**config.mk**
```make
export PLATFORM = sky130hd
export DESIGN_NAME = jk_latch_driver
export DESIGN_NICKNAME = d
export VERILOG_FILES = /design/src/rtl/jk_latch_driver.sv
export SDC_FILE = /design/constraint.sdc
export NUM_CORES = 1
export LEC_CHECK = 0
export ABC_AREA = 0
export CORE_AREA = 2 2 51 53
export DETAILED_ROUTE_END_ITERATION = 12
export DIE_AREA = 0 0 53 55
export PLACE_DENSITY_LB_ADDON = 0.1
export REMOVE_ABC_BUFFERS = 1
export SYNTH_ARGS = -nofsm -noshare
export SYNTH_HDL_FRONTEND = slang
export SYNTH_SLANG_ARGS = --single-unit
```
**constraint.sdc**
```tcl
create_clock -name clk -period 1.8 [get_ports clk]
set_clock_uncertainty 0.1 [all_clocks]
set_input_delay 0.54 -clock clk [delete_from_list [all_inputs] [get_ports clk]]
set_output_delay 0.54 -clock clk [all_outputs]
set_load 0.1 [all_outputs]
```
**src/rtl/jk_latch_driver.sv**
```systemverilog
// jk_latch_driver: sequences hold/set/reset/toggle commands into timed J/K/enable pulses for a JK latch
// Ports: clk, rst_n (async active-low); cmd_valid/cmd/cmd_ready command handshake;
//        J, K, enable drive the latch; q_model is the expected latch Q; busy, done and
//        cmd_count report sequencing progress. All outputs are registered.
module jk_latch_driver #(
    parameter int SETUP_CYCLES = 1,
    parameter int PULSE_CYCLES = 2,
    parameter int HOLD_CYCLES  = 1,
    parameter int CNT_W        = 8
) (
    input  logic             clk,
    input  logic             rst_n,
    input  logic             cmd_valid,
    input  logic [1:0]       cmd,
    output logic             cmd_ready,
    output logic             J,
    output logic             K,
    output logic             enable,
    output logic             q_model,
    output logic             busy,
    output logic             done,
    output logic [CNT_W-1:0] cmd_count
);
    localparam logic [1:0] S_IDLE  = 2'd0;
    localparam logic [1:0] S_SETUP = 2'd1;
    localparam logic [1:0] S_PULSE = 2'd2;
    localparam logic [1:0] S_HOLD  = 2'd3;
    // The timer counts down to zero, so each state loads its length minus one.
    localparam logic [3:0] SETUP_LD = 4'(SETUP_CYCLES - 1);
    localparam logic [3:0] PULSE_LD = 4'(PULSE_CYCLES - 1);
    localparam logic [3:0] HOLD_LD  = 4'(HOLD_CYCLES - 1);
    logic [1:0]       state_q, state_d;
    logic [3:0]       timer_q, timer_d;
    logic             j_q, j_d, k_q, k_d, en_q, en_d, qm_q, qm_d;
    logic             done_q, done_d, busy_q, busy_d, ready_q, ready_d;
    logic [CNT_W-1:0] cnt_q, cnt_d;
    always_comb begin
        state_d = state_q;
        timer_d = (timer_q != 4'd0) ? timer_q - 4'd1 : timer_q;
        j_d     = j_q;
        k_d     = k_q;
        en_d    = en_q;
        qm_d    = qm_q;
        cnt_d   = cnt_q;
        done_d  = 1'b0;
        case (state_q)
            S_IDLE: if (cmd_valid && ready_q) begin
                state_d = S_SETUP;
                timer_d = SETUP_LD;
                j_d     = cmd[1];
                k_d     = cmd[0];
            end
            S_SETUP: if (timer_q == 4'd0) begin
                state_d = S_PULSE;
                timer_d = PULSE_LD;
                en_d    = 1'b1;
            end
            S_PULSE: if (timer_q == 4'd0) begin
                state_d = S_HOLD;
                timer_d = HOLD_LD;
                en_d    = 1'b0;
                // Single update per command: toggle inverts once however long the pulse is.
                qm_d    = j_q ? (k_q ? ~qm_q : 1'b1) : (k_q ? 1'b0 : qm_q);
            end
            default: if (timer_q == 4'd0) begin
                state_d = S_IDLE;
                j_d     = 1'b0;
                k_d     = 1'b0;
                done_d  = 1'b1;
                cnt_d   = cnt_q + CNT_W'(1);
            end
        endcase
        busy_d  = (state_d != S_IDLE);
        ready_d = (state_d == S_IDLE);
    end
    always_ff @(posedge clk or negedge rst_n) begin
        if (!rst_n) begin
            state_q <= S_IDLE;
            timer_q <= 4'd0;
            j_q     <= 1'b0;
            k_q     <= 1'b0;
            en_q    <= 1'b0;
            qm_q    <= 1'b0;
            done_q  <= 1'b0;
            busy_q  <= 1'b0;
            ready_q <= 1'b1;
            cnt_q   <= '0;
        end else begin
            state_q <= state_d;
            timer_q <= timer_d;
            j_q     <= j_d;
            k_q     <= k_d;
            en_q    <= en_d;
            qm_q    <= qm_d;
            done_q  <= done_d;
            busy_q  <= busy_d;
            ready_q <= ready_d;
            cnt_q   <= cnt_d;
        end
    end
    assign cmd_ready = ready_q;
    assign J         = j_q;
    assign K         = k_q;
    assign enable    = en_q;
    assign q_model   = qm_q;
    assign busy      = busy_q;
    assign done      = done_q;
    assign cmd_count = cnt_q;
endmodule

```
==> qor.log, run 1 <==
[placement] final weighted congestion in routability-driven placement 0.863
[layout] final standard cell count with taps included and fillers excluded 161
[layout] # nets final 145
[routing] top routing layer in use met4
[sta] hold slack final 0.448 ns
[routing] number of vias after detailed routing 849
[routing] amount of wire on met2 after detailed routing 1140 um
[routing] Initial DRT Pass Iterations 4
[clocking] cts bufs inserted 3
[grt] pin count of the biggest net entering global routing 22
[layout] fraction of layout instances using a drive strength above 1 0.443
[grt] Total GRT Usage 0.188
[synth] count of synthesis-stage warnings from yosys 0
[floorplanning] row count 18
[sta] unrepaired setup endpoints after global routing yes
[clocking] clock tree buffer depth 2
[flow_run] total of max-cap violations 0
[placement] area of placed instances 1520 um^2
[placement] placed cell count 153
[synth] async set-or-reset flop fraction in the synthesized netlist 1.00
[grt] global-route wire length before repair 3890 um
[synth] cell area after synthesis 1030 um^2
[setup_path] required arrival time at the worst endpoint 1.96 ns
[grt] via count of the first global-routing pass 817
[sta] Highest Clock Rate 0.555 GHz
[status] outcome complete, but fails checks
[floorplanning] placeable core region 2360 um^2
[clocking] buffer type at the clock tree root sky130_fd_sc_hd__clkbuf_4
[grt] total overflow reported by the global router 0
[sta] summed negative setup slack over all endpoints -0.00332 ns
[sta] fin crit share 1.00
[routing] violation count after the first detailed-route iteration 11
[synth] synthesized instance count 89
[synth] part of the Yosys area used for sequential elements 0.513
[routing] ratio of routed vias to standard cells 5.27
[floorplanning] floorplan die area 2920 um^2
[clocking] htree depth 1
[synth] post-synthesis area per instance 11.5 um^2
[setup_path] Setup Crit Path Kind flop to flop
[routing] wire length per cell after detailed routing 14.7 um
[floorplanning] Initial Utilization 0.434
[status] failing checks negative setup slack
[synth] Post-synth top flop sky130_fd_sc_hd__dfrtp_1
[routing] WL met3 60 um
[setup_path] Worst Path Arrival 1.96 ns
[floorplanning] y dimension of the die 55 um
[clocking] clock sink count 21
[sta] normalized max-slew margin 0.774
[synth] synth unique cells 35
[routing] remaining antenna violation count 0
[routing] met1 layer wirelength in the final routing 1120 um
[placement] detailed-placement wirelength estimate 1680 um
[hold_path] Hold Crit Class flop to flop
[layout] total of fill cells in the finished design 185
[clocking] clock transition at the registers of the reported paths 0.12 ns
[clocking] Clock Latency Late Sink 0.31 ns
[sta] actual slew at the worst max-slew pin 0.337 ns
[routing] final wirelength 2360 um
[routing] Remaining DRCs 0
[setup_path] sort of element at the end of the critical path flop
[placement] number of buffers added on ports 19
[floorplanning] die width 53 um
[sta] clock period minus worst slack 1.80 ns
[sta] endpoints failing setup 1
[synth] total of flip-flops plus latches after synthesis 21
[sta] final count of hold timing violations 0
[sta] final worst setup slack -0.00332 ns
[setup_path] type of element launching the critical path flop
[layout] area growth from synthesis to layout 61.1%
[setup_path] slack of the worst reg-to-reg path -0.003 ns
[synth] number of synthesized flops with an enable pin 0
[grt] number of antenna violations at the first check in global routing 0
[layout] antenna fix cells 0
[clocking] clock tree from TritonCTS built
[floorplanning] Top-Level Pins 20
[setup_path] biggest fanout along the worst timing path 4
[layout] finished layout cell area 1650 um^2
[sta] Max Transition Viols Final 0
[registers in the layout, summed over array words and instances, names as in the netlist]
register   cells
J              1
K              1
busy           1
cmd_count      8
cmd_ready      1
done           1
enable         1
q_model        1
state_q        2
timer_q        4
[area by class of cell]
class,count,area [um^2],share of cell area
clock buffer,3,22.5,0.0136
clock inverter,1,5.00,0.00303
sequential,21,527,0.319
multi-input combinational,59,537,0.325
inverter,8,30.0,0.0182
tap,30,37.5,0.0227
timing repair buffer,39,494,0.299
[what timing repair did]
action,CTS,global route
endpoints found under the setup margin,8,10
pin swaps,0,8
gates cloned,0,0
buffers inserted,3,1
hold buffers,0,0
resized for setup,12,7
[cells in the final DEF (no fill, tap or decap), drive strengths merged, types with 2 or more instances in the layout]
master         Yosys  layout
nand3              2       2
nor2               5       5
a32o               2       2
o21ai              3       3
clkbuf             0       3
xnor2              6       6
inv                8       8
nand4              2       2
nor3               2       2
buf                1      35
nand2              4       4
ha                 8       8
dfrtp             20      20
clkdlybuf4s50      0       4
a21oi              4       4
[synth_stat cells, drive strengths merged (2+ instances only)]
cell   number  area [um^2]
nand4       2         12.5
ha          8          100
o21ai       3         15.0
nor3        2         10.0
a21oi       4         20.0
dfrtp      20          500
nand2       4         15.0
nand3       2         10.0
a32o        2         20.0
xnor2       6         52.6
inv         8         30.0
nor2        5         18.8
[cells by family after synthesis]
logic type	count (synthesis)	share of synthesized area
AOI/OAI and AO/OA	17	0.117
xor gates and xnor gates	7	0.0598
adders and majority gates	8	0.0976
buffers and inverters	9	0.0341
DFF	21	0.513
muxes	1	0.0110
and+or+nand+nor	26	0.167
[routing by layer]
metal,vias up,GRT usage
met5,-,0
met4,0,0.0812
met1,424,0.268
li1,408,-
met3,4,0.0376
met2,13,0.279
[critical path: stages, from the launching register on]
cell	delay, ns
sky130_fd_sc_hd__dfrtp_1	0.44
sky130_fd_sc_hd__ha_2	0.19
sky130_fd_sc_hd__nor4bb_4	0.16
sky130_fd_sc_hd__buf_4	0.16
sky130_fd_sc_hd__or4b_4	0.54
sky130_fd_sc_hd__and2_4	0.16
[per-stage QoR]
stage / worst slack [ns] / utilization
after CTS: 0.00175 / 0.685
after global placement: -0.275 / 0.642
after global routing: -0.0779 / 0.699
after floorplan: -0.475 / -
after detailed placement: -0.303 / 0.642
final: -0.00332 / 0.699
[worst paths after layout]
check / cells past startpoint / startpoint / end
max reg2reg: 5 / state_q[0] / cmd_ready
min reg2reg: 1 / K / q_model
min: 1 / K / q_model
max in group asynchronous: 2 / rst_n / cmd_ready
min in group asynchronous: 2 / rst_n / timer_q[2]
max: 5 / state_q[0] / cmd_ready
Power of run 1 is left out: the tool's default activity adds up to more than one toggle a clock period on the data nets, which glitch-free logic cannot reach.
==> inputs of run 2 (changes only) <==
--- a/config.mk
+++ b/config.mk
@@ -6,9 +6,12 @@
 export NUM_CORES = 1
 export LEC_CHECK = 0
 export ABC_AREA = 0
+export ABC_CLOCK_PERIOD_IN_PS = 1800
 export CORE_AREA = 2 2 51 53
+export CTS_CLUSTER_DIAMETER = 100
 export DETAILED_ROUTE_END_ITERATION = 12
 export DIE_AREA = 0 0 53 55
+export GPL_ROUTABILITY_DRIVEN = 0
 export PLACE_DENSITY_LB_ADDON = 0.1
 export REMOVE_ABC_BUFFERS = 1
 export SYNTH_ARGS = -nofsm -noshare
==> results of run 2 <==
Final layout, timing and power as in run 1 (identical DEF).
Power of run 2 is left out for the same reason.
